[src/rtl/seq_array_mult.sv]
// Sequential shift-add multiplier: one partial-product row per clock, unsigned or
// two's-complement operands, valid/ready handshakes on both sides.
module seq_array_mult #(
    parameter int WIDTH = 4
) (
    input  logic                 clk,
    input  logic                 rst,
    input  logic                 in_valid,
    output logic                 in_ready,
    input  logic [WIDTH-1:0]     m,
    input  logic [WIDTH-1:0]     q,
    input  logic                 tc,
    output logic                 out_valid,
    input  logic                 out_ready,
    output logic [2*WIDTH-1:0]   p,
    output logic                 busy
);

    localparam int PW = 2 * WIDTH;
    localparam int CW = $clog2(WIDTH);

    typedef enum logic [1:0] {
        S_IDLE = 2'd0,
        S_RUN  = 2'd1,
        S_DONE = 2'd2
    } state_e;

    // Magnitude of a WIDTH-bit operand; -2^(WIDTH-1) maps onto itself as unsigned.
    function automatic logic [WIDTH-1:0] mag_of(input logic [WIDTH-1:0] x, input logic sgn);
        logic [WIDTH-1:0] r;
        if (sgn && x[WIDTH-1]) begin
            r = -x;
        end else begin
            r = x;
        end
        return r;
    endfunction

    state_e           state_q, state_d;
    logic [WIDTH-1:0] mag_m_q, mag_m_d;
    logic [WIDTH-1:0] mag_q_q, mag_q_d;
    logic             neg_q, neg_d;
    logic [PW-1:0]    acc_q, acc_d;
    logic [CW-1:0]    cnt_q, cnt_d;
    logic [PW-1:0]    p_q, p_d;

    logic [WIDTH-1:0] m_mag_s, q_mag_s;
    logic             zero_s, last_s;
    logic [PW-1:0]    addend_s, acc_sum_s;

    assign m_mag_s   = mag_of(m, tc);
    assign q_mag_s   = mag_of(q, tc);
    assign zero_s    = (m_mag_s == {WIDTH{1'b0}}) || (q_mag_s == {WIDTH{1'b0}});
    assign last_s    = (cnt_q == CW'(WIDTH - 1));
    assign addend_s  = mag_q_q[cnt_q] ? ({{WIDTH{1'b0}}, mag_m_q} << cnt_q) : {PW{1'b0}};
    assign acc_sum_s = acc_q + addend_s;

    // State and datapath registers
    always_ff @(posedge clk) begin
        if (rst) begin
            state_q <= S_IDLE;
            mag_m_q <= {WIDTH{1'b0}};
            mag_q_q <= {WIDTH{1'b0}};
            neg_q   <= 1'b0;
            acc_q   <= {PW{1'b0}};
            cnt_q   <= {CW{1'b0}};
            p_q     <= {PW{1'b0}};
        end else begin
            state_q <= state_d;
            mag_m_q <= mag_m_d;
            mag_q_q <= mag_q_d;
            neg_q   <= neg_d;
            acc_q   <= acc_d;
            cnt_q   <= cnt_d;
            p_q     <= p_d;
        end
    end

    // Next-state logic
    always_comb begin
        state_d = state_q;
        case (state_q)
            S_IDLE: begin
                if (in_valid) begin
                    state_d = zero_s ? S_DONE : S_RUN;
                end else begin
                    state_d = S_IDLE;
                end
            end
            S_RUN: begin
                if (last_s) begin
                    state_d = S_DONE;
                end else begin
                    state_d = S_RUN;
                end
            end
            S_DONE: begin
                if (out_ready) begin
                    state_d = S_IDLE;
                end else begin
                    state_d = S_DONE;
                end
            end
            default: state_d = S_IDLE;
        endcase
    end

    // Datapath next values: capture on accept, one shift-add row per RUN cycle
    always_comb begin
        mag_m_d = mag_m_q;
        mag_q_d = mag_q_q;
        neg_d   = neg_q;
        acc_d   = acc_q;
        cnt_d   = cnt_q;
        p_d     = p_q;
        case (state_q)
            S_IDLE: begin
                if (in_valid) begin
                    mag_m_d = m_mag_s;
                    mag_q_d = q_mag_s;
                    neg_d   = tc & (m[WIDTH-1] ^ q[WIDTH-1]);
                    acc_d   = {PW{1'b0}};
                    cnt_d   = {CW{1'b0}};
                    if (zero_s) begin
                        p_d = {PW{1'b0}};
                    end else begin
                        p_d = p_q;
                    end
                end else begin
                    p_d = p_q;
                end
            end
            S_RUN: begin
                acc_d = acc_sum_s;
                cnt_d = cnt_q + CW'(1);
                if (last_s) begin
                    p_d = neg_q ? -acc_sum_s : acc_sum_s;
                end else begin
                    p_d = p_q;
                end
            end
            S_DONE: begin
                p_d = p_q;
            end
            default: begin
                p_d = p_q;
            end
        endcase
    end

    // Handshake and status outputs decoded from state
    always_comb begin
        in_ready  = 1'b0;
        out_valid = 1'b0;
        busy      = 1'b0;
        case (state_q)
            S_IDLE:  in_ready  = 1'b1;
            S_RUN:   busy      = 1'b1;
            S_DONE:  out_valid = 1'b1;
            default: in_ready  = 1'b0;
        endcase
    end

    assign p = p_q;

endmodule

[config.mk]
export PLATFORM = sky130hd
export DESIGN_NAME = seq_array_mult
export DESIGN_NICKNAME = d
export VERILOG_FILES = /design/src/rtl/seq_array_mult.sv
export SDC_FILE = /design/constraint.sdc
export NUM_CORES = 1
export LEC_CHECK = 0
export BUFFER_PORTS_ARGS = -buffer_cell sky130_fd_sc_hd__buf_4
export CAP_MARGIN = 20
export CELL_PAD_IN_SITES_DETAIL_PLACEMENT = 1
export CELL_PAD_IN_SITES_GLOBAL_PLACEMENT = 2
export CORE_MARGIN = 2
export CORE_UTILIZATION = 36
export CTS_CLUSTER_DIAMETER = 120
export DETAILED_ROUTE_END_ITERATION = 8
export GPL_TIMING_DRIVEN = 0
export PLACE_DENSITY_LB_ADDON = 0.3
export SLEW_MARGIN = 30
export SYNTH_ARGS = -nofsm -noshare
export SYNTH_HDL_FRONTEND = slang
export SYNTH_SLANG_ARGS = --single-unit
[constraint.sdc]
create_clock -name clk -period 8.2 [get_ports clk]
set_clock_uncertainty 0.15 [all_clocks]
set_input_delay 1.64 -clock clk [delete_from_list [all_inputs] [get_ports clk]]
set_output_delay 1.64 -clock clk [all_outputs]
set_load 0.005 [all_outputs]
# ---- Word level (Yosys, flattened, before mapping)
# Cells that the tools add are included.
dict set report word_totals {
  reg_bits 29
  inputBits 13
  word_cells 54
}
dict set report op_classes {
  n_addsub 5
  n_lt_le_gt_ge 1
  n_eq_ne 6
  shift 1
  n_mux 22
  bitwise 2
  reduce_logical 10
}
# cell n
set ops {}
lappend ops {{8-bit two-way mux} 6}
lappend ops {{8-bit case mux with 2 select lines} 2}
lappend ops {{2-bit two-way mux} 5}
lappend ops {{8-bit adder} 1}
lappend ops {{4-bit zero test} 2}
lappend ops {{4-bit two-way mux} 2}
lappend ops {{4-bit negation} 2}
lappend ops {{8-bit negation} 1}
lappend ops {{4-bit by 2-bit << shifter with 8-bit output} 1}
lappend ops {{2-bit inequality test (second input constant)} 3}
lappend ops {{2-bit case mux with 3 select lines} 1}
lappend ops {{2-bit == test (second input constant)} 2}
lappend ops {{1-bit two-way mux} 4}
lappend ops {{2-bit case mux with 2 select lines} 1}
lappend ops {{2-bit AND reduction} 2}
lappend ops {{4-bit AND reduction} 1}
lappend ops {{2-bit by 3-bit < comparator with 1-bit output (second input constant)} 1}
lappend ops {{2-bit by 1-bit adder with 2-bit output (second input constant)} 1}
lappend ops {{1-bit binary-select mux with 2-bit select} 1}
lappend ops {{2-bit by 1-bit == test with 1-bit output (second input constant)} 1}
lappend ops {{1-bit logical AND} 2}
lappend ops {{2-bit zero test} 1}
lappend ops {{2-bit nonzero test} 1}
lappend ops {{1-bit bitwise AND} 1}
lappend ops {{2 further kinds} 2}

# ---- Longest topological paths before layout
# Gate-level depths: netlist of run 1.
dict set report depth {
  word_depth 8
  mapped_depth 13
  mapped_depth_nobuf 11
}

# ---- Worst setup path before layout of run 1
# Ideal clock, no wire load.
dict set report synth_path {
  path_kind {input-to-reg}
  start {input q[0]}
  end {register p_q[5] (netlist: p[5])}
  setup_ns 0.117
  t_arrival_ns 2.925
  slack_ns 5.008
  cell_stages 8
  n_path_buf 0
  path_cell_list {inv_1 -> ha_1 -> nand3b_1 -> xor2_1 -> a31oi_1 -> o21ai_2 -> nor2_1 -> a22o_1}
}
dict set report synth_between {
  elab_chain_cells 6
}
# item line_no
set synth_rtl {}
lappend synth_rtl {{start, declared} 11} ;# input logic [WIDTH-1:0] q,
lappend synth_rtl {{4-bit negation} 32} ;# r = -x;
lappend synth_rtl {{4-bit two-way mux (*)} 31} ;# if (sgn && x[WIDTH-1]) begin
lappend synth_rtl {{4-bit zero test (*)} 53} ;# assign zero_s = (m_mag_s == {WIDTH{1'b0}}) || (q_mag_s == {WIDTH{1'b0}});
lappend synth_rtl {{1-bit logical OR (*)} 53}
lappend synth_rtl {{2-bit inequality test (no line) (*)} n/a}
lappend synth_rtl {{4-bit AND reduction (no line) (*)} n/a}
lappend synth_rtl {{end signal, assigned} 67} ;# p_q <= {PW{1'b0}};
lappend synth_rtl {{end signal, assigned} 75} ;# p_q <= p_d;
lappend synth_rtl {{end, declared} 45} ;# logic [PW-1:0] p_q, p_d;
# Every way passes the cells marked *; elsewhere a longest branch is shown, timed or not.
# A chain may end at the register's enable or synchronous reset.

# ---- Worst setup path in the final report of run 1
dict set report layout_path {
  start {register cnt_q[1]}
  end {register p_q[7] (netlist: p[7])}
}
dict set report layout_between {
  elab_chain_cells 8
}
# item line_no
set layout_rtl {}
lappend layout_rtl {{start, declared} 44} ;# logic [CW-1:0] cnt_q, cnt_d;
lappend layout_rtl {{start signal, assigned} 66} ;# cnt_q <= {CW{1'b0}};
lappend layout_rtl {{start signal, assigned} 74} ;# cnt_q <= cnt_d;
lappend layout_rtl {{1-bit binary-select mux with 2-bit select} 55} ;# assign addend_s = mag_q_q[cnt_q] ? ({{WIDTH{1'b0}}, mag_m_q} << cnt_q) : {PW{1'b0}};
lappend layout_rtl {{1-bit two-way mux (not written as such)} 55}
lappend layout_rtl {{8-bit two-way mux} 55}
lappend layout_rtl {{8-bit adder} 56} ;# assign acc_sum_s = acc_q + addend_s;
lappend layout_rtl {{8-bit negation} 137} ;# p_d = neg_q ? -acc_sum_s : acc_sum_s;
lappend layout_rtl {{8-bit two-way mux} 137}
lappend layout_rtl {{8-bit two-way mux} 136} ;# if (last_s) begin
lappend layout_rtl {{8-bit case mux with 2 select lines} 116} ;# case (state_q)
# Parallel ways exist; a longest one is shown, timed or not. The select of a mux whose other input is x is not followed.

==> results of run 1 <==
==> cells by family after synthesis <==
family          synth area share [%]
xor+xnor                       5.039
fa+ha+maj                      8.900
buf+inv                        4.254
compound gates                 23.23
flops                          30.37
mux                            4.974
simple gates                   23.23
==> placed cells by master (no fill, tap or decap), types with 2 or more instances in the layout <==
cell,instances
nand3_1,16
clkbuf_1,10
o211ai_1,3
inv_1,9
buf_4,21
nand2b_1,2
o21ai_0,5
nor2_1,29
xor2_1,5
nor3_1,3
mux2i_1,5
nand3b_1,2
clkinv_2,2
ha_1,12
a22o_1,3
nand2_1,26
o31ai_1,3
clkbuf_8,5
dfxtp_1,29
xnor2_1,6
a21o_1,2
a211oi_1,5
mux2_2,2
a311oi_1,2
a211oi_2,2
o21bai_1,2
o41ai_2,2
nor2b_1,2
a21oi_1,28
buf_2,2
and2_1,4
==> routing by layer <==
| metal | up-vias | track usage, % | wire length [µm] |
|---|---|---|---|
| met1 | 854 | 23.87 | 2440 |
| met4 | 0 | 8.545 | 144 |
| met5 | - | 0 | 0 |
| met3 | 13 | 4.235 | 139 |
| met2 | 27 | 33.07 | 2422 |
| li1 | 911 | - | - |
==> final cells by class <==
| class | count | area (µm²) |
|---|---|---|
| inverters | 9 | 33.78 |
| clock buffers | 6 | 72.57 |
| clock inverters | 2 | 10.01 |
| multi-input cells | 190 | 1250 |
| repair buffers | 21 | 157.7 |
| fillers | 681 | 2868 |
| plain buffers | 12 | 47.55 |
| flip-flops and latches | 29 | 580.6 |
| well taps | 70 | 87.58 |
==> registers in the layout, indices dropped and copies added, names as in the netlist <==
register  count
cnt_q         2
state_q       2
acc_q         8
neg_q         1
p             8
mag_m_q       4
mag_q_q       4
==> per-stage QoR <==
stage	power [µW]	instances	utilization [%]
floorplan	187.0	240	-
global placement	205.5	331	42.23
detailed placement	206.6	331	42.23
CTS	322.2	339	43.85
global route	337.0	339	43.85
finish	316.5	339	43.85
==> path summary, 6_finish.rpt <==
| check | from | end | slack (ns) | depth (start not counted) |
|---|---|---|---|---|
| min reg2reg | state_q[1] | state_q[0] | 0.30 | 1 |
| min | state_q[1] | state_q[0] | 0.30 | 1 |
| max reg2reg | cnt_q[1] | p[7] | 4.70 | 13 |
| max | cnt_q[1] | p[7] | 4.70 | 13 |
==> power breakdown <==
part / switching [µW] / total (µW) / internal [µW]
sequential: 4.94 / 151 / 146
clock: 54.6 / 113 / 58.6
combinational: 32.2 / 52.5 / 20.3
==> worst register-to-register path, delay by kind of cell, from the launching register on <==
kind | cells | cell delay, ns
xor gates and xnor gates | 1 | 0.16
DFF | 1 | 0.34
adders and majority gates | 1 | 0.26
muxes | 1 | 0.42
buffers and inverters | 2 | 0.55
and+or+nand+nor | 2 | 0.25
AOI/OAI and AO/OA | 6 | 1.28
==> metrics.txt, run 1 <==
# TYPE chip_impl_metric gauge
chip_impl_info{name="outcome",value="complete, no violations"} 1
chip_impl_metric{name="critPathRequiredTime",unit="ns"} 8.23
chip_impl_metric{name="ys_seq_elements",unit=""} 29
chip_impl_metric{name="crit_fanout",unit=""} 10
chip_impl_info{name="critPathLaunchType",value="register"} 1
chip_impl_metric{name="pin_count_of_the_biggest_net_entering_global_routing",unit=""} 11
chip_impl_metric{name="detailed_place.area",unit="mm²"} 0.002157
chip_impl_metric{name="cp_slowest_stage_delay",unit="ns"} 0.58
chip_impl_info{name="post-synth-top-area-cell",value="dfxtp_1"} 1
chip_impl_metric{name="yosysWarnings",unit=""} 0
chip_impl_metric{name="antenna_nets_post_route",unit=""} 0
chip_impl_metric{name="fin_setup_tns",unit="ns"} 0
chip_impl_metric{name="dp.final_hpwl",unit="µm"} 4047
chip_impl_metric{name="dieHeight",unit="µm"} 76.88
chip_impl_metric{name="worstPathArrival",unit="ns"} 3.53
chip_impl_metric{name="max_clock_buf_depth",unit=""} 2
chip_impl_metric{name="ctsResizeCount",unit=""} 0
chip_impl_metric{name="synth_area",unit="mm²"} 0.001912
chip_impl_metric{name="report.final.hold_viol_count",unit=""} 0
chip_impl_metric{name="ioPinCount",unit=""} 24
chip_impl_metric{name="drt_pre_antenna_iters",unit=""} 6
chip_impl_metric{name="cts_hold_buf",unit=""} 0
chip_impl_info{name="clock_tree.root_cell",value="clkbuf_8"} 1
chip_impl_info{name="min_path_type",value="register to register"} 1
chip_impl_metric{name="async_reset_ff_share",unit="%"} 0
chip_impl_metric{name="worst_ir_drop_vdd",unit="µV"} 92.92
chip_impl_metric{name="max_freq",unit="GHz"} 0.2855
chip_impl_metric{name="fraction_of_final_layout_cells_sized_beyond_drive_strength_1",unit="%"} 15.24
chip_impl_metric{name="wl_per_cell",unit="µm"} 15.18
chip_impl_metric{name="cts_num_sinks",unit=""} 29
chip_impl_metric{name="grtUsageTotal",unit="%"} 19.58
chip_impl_info{name="synth_top_cells_by_count",value="dfxtp_1 (29), nor2_1 (29), a21oi_1 (28)"} 1
chip_impl_metric{name="number_of_synthesized_flops_with_an_enable_pin",unit=""} 0
chip_impl_metric{name="numPortBuffers",unit=""} 21
chip_impl_metric{name="power-per-cell-area",unit="mW/mm²"} 141.3
chip_impl_metric{name="synth-seq-area-share",unit="%"} 30.37
chip_impl_metric{name="postLayoutCellArea",unit="mm²"} 0.002240
chip_impl_metric{name="std_cell_rows",unit=""} 26
chip_impl_info{name="cpMaxStageDelayCell",value="a211oi_1"} 1
chip_impl_info{name="worstPathCellList",value="clkbuf_1 > mux2_2 > nand2_1 > o21ai_0 > and2_1 > ha_1 > buf_2 > a21oi_1 > a21oi_1 > a211oi_1 > o41ai_2 > xnor2_1 > a22o_1"} 1
chip_impl_info{name="path_class",value="register to register"} 1
chip_impl_metric{name="layout_min_cycle_time",unit="ns"} 3.503
chip_impl_metric{name="die_area",unit="mm²"} 0.005910
chip_impl_metric{name="clock_h_tree_levels",unit=""} 2
chip_impl_metric{name="via_count",unit=""} 1805
chip_impl_metric{name="avgViaCountPerCell",unit=""} 5.324
chip_impl_metric{name="avgSynthCellArea",unit="µm²"} 7.966
chip_impl_metric{name="die_w",unit="µm"} 76.88
chip_impl_metric{name="pre_cts_slack",unit="ns"} 4.577
chip_impl_metric{name="numCtsBuffers",unit=""} 5
chip_impl_metric{name="gp_routability_congestion",unit=""} 0.7909
chip_impl_info{name="synth_top_cells_by_area",value="dfxtp_1 (30%), ha_1 (7.9%), a21oi_1 (7.3%)"} 1
chip_impl_info{name="synth_flop_cell",value="dfxtp_1"} 1
chip_impl_metric{name="post-route-period-util",unit="%"} 42.72
chip_impl_metric{name="floorplan.core_area",unit="mm²"} 0.005107
chip_impl_metric{name="p_leak",unit="µW"} 0.0009668
chip_impl_metric{name="syn2layout_area_growth",unit="%"} 17.15
chip_impl_metric{name="post-synth-top-area-fraction",unit="%"} 30.37
chip_impl_metric{name="syn_nets",unit=""} 266
chip_impl_metric{name="report.final.setup_viol",unit=""} 0
chip_impl_metric{name="clkLatencyLatePin",unit="ns"} 0.28
chip_impl_metric{name="initial_util",unit="%"} 37.43
chip_impl_metric{name="diodes",unit=""} 0
chip_impl_metric{name="path_clk_slew",unit="ns"} 0.06
chip_impl_metric{name="timing_max_transition_violations_final",unit=""} 0
chip_impl_info{name="grt_setup_unrepaired",value="false"} 1
chip_impl_metric{name="vias_in_the_first_global_route",unit=""} 1937
chip_impl_metric{name="relSlewSlack",unit="%"} 52.12
chip_impl_info{name="tritoncts",value="built"} 1
chip_impl_info{name="crit_path_frequent_cell",value="a21oi_1"} 1
chip_impl_metric{name="timing.max_cap.violations",unit=""} 0
chip_impl_metric{name="global_route_wire_length_before_repair",unit="µm"} 9135
chip_impl_metric{name="drt-total-wl",unit="µm"} 5147
chip_impl_metric{name="grt.overflow.total",unit=""} 0
chip_impl_metric{name="layout.nets",unit=""} 294
chip_impl_metric{name="drt_drc_violations_left",unit=""} 0
chip_impl_metric{name="critical_path_buf_inv_count",unit=""} 2
chip_impl_info{name="critical_path.endpoint_type",value="register"} 1
chip_impl_metric{name="final_critical_path_setup_slack",unit="ns"} 4.697
chip_impl_metric{name="cts_setup_buffers",unit=""} 0
chip_impl_metric{name="synth_cell_types",unit=""} 48
chip_impl_metric{name="detailedRoute.firstIterationViolations",unit=""} 78
chip_impl_metric{name="tightest_slew",unit="ns"} 0.7139
chip_impl_info{name="critical-path-top-delay-family",value="compound AO/OA/AOI/OAI gates"} 1
chip_impl_metric{name="holdWs",unit="ns"} 0.3016
chip_impl_metric{name="syn-instance-count",unit=""} 240
chip_impl_metric{name="grt_antenna_before_repair",unit=""} 0
Power figures use the tool's default switching activity.
==> run 2: changes to the inputs <==
--- a/config.mk
+++ b/config.mk
@@ -10,7 +10,7 @@
 export CELL_PAD_IN_SITES_DETAIL_PLACEMENT = 1
 export CELL_PAD_IN_SITES_GLOBAL_PLACEMENT = 2
 export CORE_MARGIN = 2
-export CORE_UTILIZATION = 36
+export CORE_UTILIZATION = 31
 export CTS_CLUSTER_DIAMETER = 120
 export DETAILED_ROUTE_END_ITERATION = 8
 export GPL_TIMING_DRIVEN = 0
==> constraint.sdc (replaced) <==
create_clock -name clk -period 3.04 [get_ports clk]
set_clock_uncertainty 0.15 [all_clocks]
set_input_delay 0.608 -clock clk [delete_from_list [all_inputs] [get_ports clk]]
set_output_delay 0.608 -clock clk [all_outputs]
set_load 0.005 [all_outputs]
==> run 2 against run 1 <==
Net effect:
- combinational power rose to 3.3 times the previous value
- register-to-register slack got worse by 4.6 ns
- cell area rose by 13%
- clock power rose to 3.8 times the previous value
- die area rose by 15%
- critical path depth fell by 4
- clock-buffer cell count rose by 1
- largest power group is now the clock network
==> metrics.txt, run 2 (synthesized netlist as in run 1, its figures left out) <==
# TYPE chip_impl_metric gauge
chip_impl_metric{name="ioPinCount",unit=""} 24
chip_impl_info{name="critical_path.endpoint_type",value="register"} 1
chip_impl_metric{name="drt_pre_antenna_iters",unit=""} 4
chip_impl_metric{name="pin_count_of_the_biggest_net_entering_global_routing",unit=""} 11
chip_impl_info{name="path_class",value="register to register"} 1
chip_impl_metric{name="std_cell_rows",unit=""} 28
chip_impl_metric{name="clock_h_tree_levels",unit=""} 2
chip_impl_metric{name="diodes",unit=""} 0
chip_impl_metric{name="max_clock_buf_depth",unit=""} 2
chip_impl_metric{name="dieHeight",unit="µm"} 82.53
chip_impl_metric{name="worst_ir_drop_vdd",unit="µV"} 150.1
chip_impl_metric{name="drt_drc_violations_left",unit=""} 0
chip_impl_metric{name="power-per-cell-area",unit="mW/mm²"} 400.9
chip_impl_metric{name="tightest_slew",unit="ns"} 0.5579
chip_impl_metric{name="die_area",unit="mm²"} 0.006811
chip_impl_metric{name="gp_routability_congestion",unit=""} 0.7327
chip_impl_metric{name="avgViaCountPerCell",unit=""} 5.208
chip_impl_metric{name="via_count",unit=""} 1849
chip_impl_metric{name="p_leak",unit="µW"} 0.001054
chip_impl_metric{name="grt.overflow.total",unit=""} 0
chip_impl_info{name="min_path_type",value="register to register"} 1
chip_impl_metric{name="crit_fanout",unit=""} 5
chip_impl_metric{name="syn2layout_area_growth",unit="%"} 32.40
chip_impl_metric{name="holdWs",unit="ns"} 0.3150
chip_impl_metric{name="numPortBuffers",unit=""} 21
chip_impl_metric{name="dp.cells",unit=""} 336
chip_impl_info{name="outcome",value="complete, no violations"} 1
chip_impl_metric{name="fin_total_pwr",unit="µW"} 1015
chip_impl_metric{name="layout_min_cycle_time",unit="ns"} 2.965
chip_impl_metric{name="grtUsageTotal",unit="%"} 18.27
chip_impl_metric{name="floorplan.core_area",unit="mm²"} 0.005956
chip_impl_metric{name="post-route-period-util",unit="%"} 97.54
chip_impl_metric{name="drt-total-wl",unit="µm"} 5647
chip_impl_metric{name="critPathRequiredTime",unit="ns"} 3.08
chip_impl_metric{name="max_freq",unit="GHz"} 0.3373
chip_impl_metric{name="dp.final_hpwl",unit="µm"} 4018
chip_impl_metric{name="vias_in_the_first_global_route",unit=""} 1861
chip_impl_metric{name="clkLatencyLatePin",unit="ns"} 0.29
chip_impl_metric{name="timing_max_transition_violations_final",unit=""} 0
chip_impl_metric{name="numCtsBuffers",unit=""} 5
chip_impl_info{name="layout_commonest_cell",value="buf_4"} 1
chip_impl_metric{name="path_clk_slew",unit="ns"} 0.07
chip_impl_metric{name="detailedRoute.firstIterationViolations",unit=""} 33
chip_impl_metric{name="layoutNonFillerInstCount",unit=""} 355
chip_impl_metric{name="antenna_nets_post_route",unit=""} 0
chip_impl_metric{name="worstPathArrival",unit="ns"} 3.00
chip_impl_info{name="clock_tree.root_cell",value="clkbuf_8"} 1
chip_impl_info{name="tritoncts",value="built"} 1
chip_impl_info{name="most-common-layout-cells",value="buf_4 (32), nor2_1 (29), a21oi_1 (28)"} 1
chip_impl_metric{name="wl_per_cell",unit="µm"} 15.91
chip_impl_metric{name="relSlewSlack",unit="%"} 62.81
chip_impl_info{name="critPathLaunchType",value="register"} 1
chip_impl_metric{name="timing.max_cap.violations",unit=""} 0
chip_impl_metric{name="cts_hold_buf",unit=""} 0
chip_impl_metric{name="fraction_of_final_layout_cells_sized_beyond_drive_strength_1",unit="%"} 25.36
chip_impl_metric{name="layout.nets",unit=""} 305
chip_impl_metric{name="report.final.setup_viol",unit=""} 0
chip_impl_metric{name="initial_util",unit="%"} 32.10
chip_impl_metric{name="global_route_wire_length_before_repair",unit="µm"} 9259
chip_impl_metric{name="report.final.hold_viol_count",unit=""} 0
chip_impl_metric{name="die_w",unit="µm"} 82.53
chip_impl_metric{name="grt_antenna_before_repair",unit=""} 0
chip_impl_info{name="grt_setup_unrepaired",value="true"} 1
chip_impl_metric{name="cts_num_sinks",unit=""} 29
-- run 2: changes by cell type in the layout (fill, tap and decap cells not counted), moves of 2 or more --
| cell | change |
|---|---|
| a211oi_1 | -2 |
| a211oi_4 | +2 |
| buf_4 | +11 |
| clkbuf_1 | -2 |
| clkinv_2 | -2 |
| dfxtp_1 | -2 |
| ha_1 | -3 |
| ha_2 | +2 |
| o21bai_1 | -2 |
| xor2_1 | -2 |
-- run 2: critical path, stage by stage, from the launching register on --
cell,delay [ns]
dfxtp_4,0.36
clkbuf_16,0.15
nor4bb_4,0.29
ha_2,0.26
fa_2,0.46
or3_4,0.40
nand4b_1,0.20
o41ai_2,0.28
xnor2_1,0.12
a22o_1,0.18
-- run 2: layer usage --
metal	vias to the layer above	part of all wire, %	GRT usage (%)	routed length, µm
met1	885	48	22.56	2706
met3	6	2.5	3.261	140
met4	0	1.4	5.410	79
met2	25	48	32.26	2720
met5	-	0	0	0
li1	933	-	-	-
-- run 2: area by class of cell --
class	instances	area [µm²]
Fill cell	715	3425
Multi-Input combinational cell	190	1375
Sequential cell	29	585.6
Timing Repair Buffer	32	240.2
Tap cell	75	93.84
Clock buffer	7	86.33
Buffer	12	86.33
Inverter	9	33.78
Clock inverter	1	30.03
-- run 2: power by group --
group	internal [µW]	switching (µW)	total [µW]
clock network	267	168	435
registers	393	13.2	406
logic	77.4	96.1	174
-- run 2: repair_timing --
action / 4_1_cts / 5_1_grt
endpoints found under the setup margin: 6 / 5
pin swaps: 10 / 6
setup buffers: 10 / 1
resized for setup: 24 / 11
-- run 2: stage by stage --
| step | setup WS, ns | instance area (µm²) | TNS, ns | utilization [%] |
|---|---|---|---|---|
| finish | 0.07487 | 2531 | 0 | 42.50 |
| global route | -0.06612 | 2531 | -0.1270 | 42.50 |
| CTS | 0.01479 | 2469 | 0 | 41.45 |
| global placement | -0.3179 | 2168 | -1.006 | 36.41 |
| floorplan | 0.02640 | 1917 | 0 | - |
| detailed placement | -0.3669 | 2168 | -1.116 | 36.41 |
-- run 2: path summary, 6_finish.rpt --
check	startpoint	end	slack, ns	depth (start not counted)
min reg2reg	state_q[1]	state_q[0]	0.31	1
min	state_q[1]	state_q[0]	0.31	1
max	cnt_q[0]	p[7]	0.07	9
max reg2reg	cnt_q[0]	p[7]	0.07	9
==> run 3: changes to the inputs <==
--- a/config.mk
+++ b/config.mk
@@ -5,12 +5,12 @@
 export SDC_FILE = /design/constraint.sdc
 export NUM_CORES = 1
 export LEC_CHECK = 0
+export ABC_AREA = 1
 export BUFFER_PORTS_ARGS = -buffer_cell sky130_fd_sc_hd__buf_4
-export CAP_MARGIN = 20
 export CELL_PAD_IN_SITES_DETAIL_PLACEMENT = 1
 export CELL_PAD_IN_SITES_GLOBAL_PLACEMENT = 2
-export CORE_MARGIN = 2
-export CORE_UTILIZATION = 31
+export CORE_MARGIN = 5
+export CORE_UTILIZATION = 28
 export CTS_CLUSTER_DIAMETER = 120
 export DETAILED_ROUTE_END_ITERATION = 8
 export GPL_TIMING_DRIVEN = 0
==> run 3 against run 2 <==
Net effect:
- global-route usage is 5.0 points lower
- power is 1.7% lower
- non-clock buffer count is 8 lower
- sequential share of layout area is 1.0 points higher
- setup slack better by 0.13 ns
- fmax is 4.7% higher
- cell area is 4.8% lower
- largest power group is now sequential cells
==> metrics.txt, run 3 <==
# TYPE chip_impl_metric gauge
chip_impl_metric{name="ys_seq_elements",unit=""} 29
chip_impl_info{name="path_class",value="register to register"} 1
chip_impl_metric{name="max_clock_buf_depth",unit=""} 2
chip_impl_metric{name="grt_antenna_before_repair",unit=""} 0
chip_impl_metric{name="layoutNonFillerInstCount",unit=""} 430
chip_impl_info{name="synth_flop_cell",value="dfxtp_1"} 1
chip_impl_metric{name="wl_per_cell",unit="µm"} 12.59
chip_impl_metric{name="report.final.hold_viol_count",unit=""} 0
chip_impl_metric{name="pre_cts_slack",unit="ns"} -0.1381
chip_impl_metric{name="avgSynthCellArea",unit="µm²"} 6.580
chip_impl_metric{name="vias_in_the_first_global_route",unit=""} 1946
chip_impl_metric{name="clock_h_tree_levels",unit=""} 2
chip_impl_metric{name="numPortBuffers",unit=""} 22
chip_impl_metric{name="timing.max_cap.violations",unit=""} 0
chip_impl_metric{name="grt.overflow.total",unit=""} 0
chip_impl_info{name="tritoncts",value="built"} 1
chip_impl_metric{name="synth_area",unit="mm²"} 0.001954
chip_impl_metric{name="ioPinCount",unit=""} 24
chip_impl_metric{name="fin_total_pwr",unit="µW"} 997.6
chip_impl_metric{name="dieHeight",unit="µm"} 93.55
chip_impl_info{name="most-common-layout-cells",value="nand2_1 (72), inv_1 (44), a21oi_1 (31)"} 1
chip_impl_metric{name="post-synth-top-area-fraction",unit="%"} 29.71
chip_impl_metric{name="synth_cell_types",unit=""} 31
chip_impl_metric{name="worst_ir_drop_vdd",unit="µV"} 265.9
chip_impl_info{name="yosysMostFrequentCell",value="nand2_1"} 1
chip_impl_metric{name="path_clk_slew",unit="ns"} 0.06
chip_impl_metric{name="floorplan.core_area",unit="mm²"} 0.006794
chip_impl_metric{name="critPathRequiredTime",unit="ns"} 3.04
chip_impl_metric{name="global_route_wire_length_before_repair",unit="µm"} 9218
chip_impl_metric{name="post-route-period-util",unit="%"} 93.20
chip_impl_info{name="synth_top_cells_by_count",value="nand2_1 (72), inv_1 (45), a21oi_1 (31)"} 1
chip_impl_metric{name="die_w",unit="µm"} 93.55
chip_impl_metric{name="multiInputGateArea",unit="mm²"} 0.001186
chip_impl_metric{name="drt_pre_antenna_iters",unit=""} 4
chip_impl_metric{name="drt_drc_violations_left",unit=""} 0
chip_impl_metric{name="syn-instance-count",unit=""} 297
chip_impl_info{name="layout_commonest_cell",value="nand2_1"} 1
chip_impl_metric{name="max_freq",unit="GHz"} 0.3530
chip_impl_metric{name="relSlewSlack",unit="%"} 63.52
chip_impl_metric{name="holdWs",unit="ns"} 0.3248
chip_impl_metric{name="worstPathArrival",unit="ns"} 2.83
chip_impl_metric{name="fraction_of_final_layout_cells_sized_beyond_drive_strength_1",unit="%"} 20.36
chip_impl_metric{name="power-per-cell-area",unit="mW/mm²"} 414.2
chip_impl_metric{name="dp.cells",unit=""} 415
chip_impl_metric{name="cts_num_sinks",unit=""} 29
chip_impl_info{name="outcome",value="complete, no violations"} 1
chip_impl_metric{name="detailed_place.area",unit="mm²"} 0.002240
chip_impl_metric{name="antenna_nets_post_route",unit=""} 0
chip_impl_info{name="clock_tree.root_cell",value="clkbuf_8"} 1
chip_impl_info{name="worst_hold_startpoint",value="p[5]"} 1
chip_impl_metric{name="diodes",unit=""} 0
chip_impl_metric{name="p_leak",unit="µW"} 0.001187
chip_impl_metric{name="die_area",unit="mm²"} 0.008751
chip_impl_metric{name="detailedRoute.firstIterationViolations",unit=""} 45
chip_impl_metric{name="tightest_slew",unit="ns"} 0.5472
chip_impl_metric{name="number_of_synthesized_flops_with_an_enable_pin",unit=""} 0
chip_impl_metric{name="grtUsageTotal",unit="%"} 13.26
chip_impl_metric{name="synth-seq-area-share",unit="%"} 29.71
chip_impl_metric{name="cts_hold_buf",unit=""} 0
chip_impl_metric{name="report.final.setup_viol",unit=""} 0
chip_impl_metric{name="final_critical_path_setup_slack",unit="ns"} 0.2068
chip_impl_metric{name="fillCellCount",unit=""} 879
chip_impl_metric{name="pin_count_of_the_biggest_net_entering_global_routing",unit=""} 11
chip_impl_metric{name="clkLatencyLatePin",unit="ns"} 0.28
chip_impl_metric{name="dp.final_hpwl",unit="µm"} 4372
chip_impl_metric{name="layout_min_cycle_time",unit="ns"} 2.833
chip_impl_metric{name="avgViaCountPerCell",unit=""} 4.560
chip_impl_metric{name="syn_nets",unit=""} 323
chip_impl_metric{name="yosysWarnings",unit=""} 0
chip_impl_info{name="min_path_type",value="register to register"} 1
chip_impl_metric{name="syn2layout_area_growth",unit="%"} 23.24
chip_impl_metric{name="via_count",unit=""} 1961
chip_impl_metric{name="numCtsBuffers",unit=""} 5
chip_impl_metric{name="layout.nets",unit=""} 359
chip_impl_metric{name="postLayoutCellArea",unit="mm²"} 0.002409
chip_impl_info{name="synth_top_cells_by_area",value="dfxtp_1 (30%), nand2_1 (14%), inv_1 (8.6%)"} 1
chip_impl_info{name="critical_path.endpoint_type",value="register"} 1
chip_impl_metric{name="drt-total-wl",unit="µm"} 5413
chip_impl_info{name="post-synth-top-area-cell",value="dfxtp_1"} 1
chip_impl_info{name="critPathLaunchType",value="register"} 1
chip_impl_metric{name="crit_fanout",unit=""} 4
chip_impl_metric{name="std_cell_rows",unit=""} 30
chip_impl_metric{name="initial_util",unit="%"} 28.77
chip_impl_metric{name="gp_routability_congestion",unit=""} 0.7369
chip_impl_info{name="r2r-start",value="cnt_q[0]"} 1
chip_impl_metric{name="register_area",unit="µm²"} 581.8
chip_impl_info{name="startpoint",value="cnt_q[0]"} 1
chip_impl_metric{name="timing_max_transition_violations_final",unit=""} 0
chip_impl_metric{name="async_reset_ff_share",unit="%"} 0
run 3: repair_timing:
| action | 4_1_cts | 5_1_grt |
|---|---|---|
| buffers inserted | 0 | 7 |
| pin swaps | 0 | 6 |
| gates resized for setup | 4 | 7 |
| hold endpoints to repair | 0 | 0 |
| setup endpoints to repair | 4 | 5 |
run 3: cells by family (layout without fill, tap and decap cells):
group                    count (synthesis)  count (layout)  share of synthesized area (%)
multiplexers                             2               2                          1.024
XOR/XNOR                                 2               2                         0.8965
adder cells (fa/ha/maj)                 13              13                          8.707
AO/OA/AOI/OAI                           63              63                          17.03
flip-flops                              29              29                          29.71
AND/OR/NAND/NOR                        133             133                          31.69
buffers and inverters                   55              92                          10.95
run 3: path summary, 6_finish.rpt:
| check | endpoint | slack, ns | cells past startpoint |
|---|---|---|---|
| worst max-delay path | p[7] | 0.21 | 18 |
| worst min-delay path | p[5] | 0.32 | 2 |
| worst max register to register | p[7] | 0.21 | 18 |
| worst min register to register | p[5] | 0.32 | 2 |
run 3: per-stage QoR:
| step | TNS [ns] | util [%] |
|---|---|---|
| 2_1_floorplan | 0 | - |
| 3_3_place_gp | -0.09134 | 32.97 |
| 6_report | 0 | 35.45 |
| 5_1_grt | -0.04269 | 35.45 |
| 4_1_cts | 0 | 34.33 |
| 3_5_place_dp | -0.1909 | 32.97 |
run 3: area by class of cell:
cell class,instances,area share (%)
Timing Repair Buffer,29,9.039
Buffer,7,1.662
Multi-Input combinational cell,213,49.25
Clock inverter,2,0.4156
Inverter,48,7.481
Sequential cell,29,24.16
Tap cell,96,4.987
Clock buffer,6,3.013
run 3: routing by layer:
metal  wire length [µm]  GRT usage [%]  up-vias
met5                  0              0        -
met4                 60          3.610        0
met3                110          2.333        8
met2               2418          21.26       17
met1               2824          18.24      911
li1                   -              -     1025
run 3: critical path: stages (launching register included):
cell	delay, ns
dfxtp_2	0.34
buf_6	0.11
nor2_1	0.04
nor2_1	0.13
o21ai_2	0.09
nor3_2	0.18
ha_2	0.23
fa_1	0.43
inv_2	0.11
buf_4	0.12
nand2_1	0.07
nor2_4	0.14
nand3_2	0.10
nor2_4	0.12
nand3_2	0.09
nand2_1	0.07
nand2_1	0.06
nand3_2	0.06
a21oi_2	0.05
run 3: power by group:
| part | total (µW) | switching, µW | leakage [µW] | internal, µW |
|---|---|---|---|---|
| clock | 302 | 144 | 0.0000450 | 158 |
| sequential | 420 | 16.4 | 0.000237 | 403 |
| combinational | 276 | 161 | 0.000905 | 115 |
| total | 998 | 322 | 0.00119 | 676 |
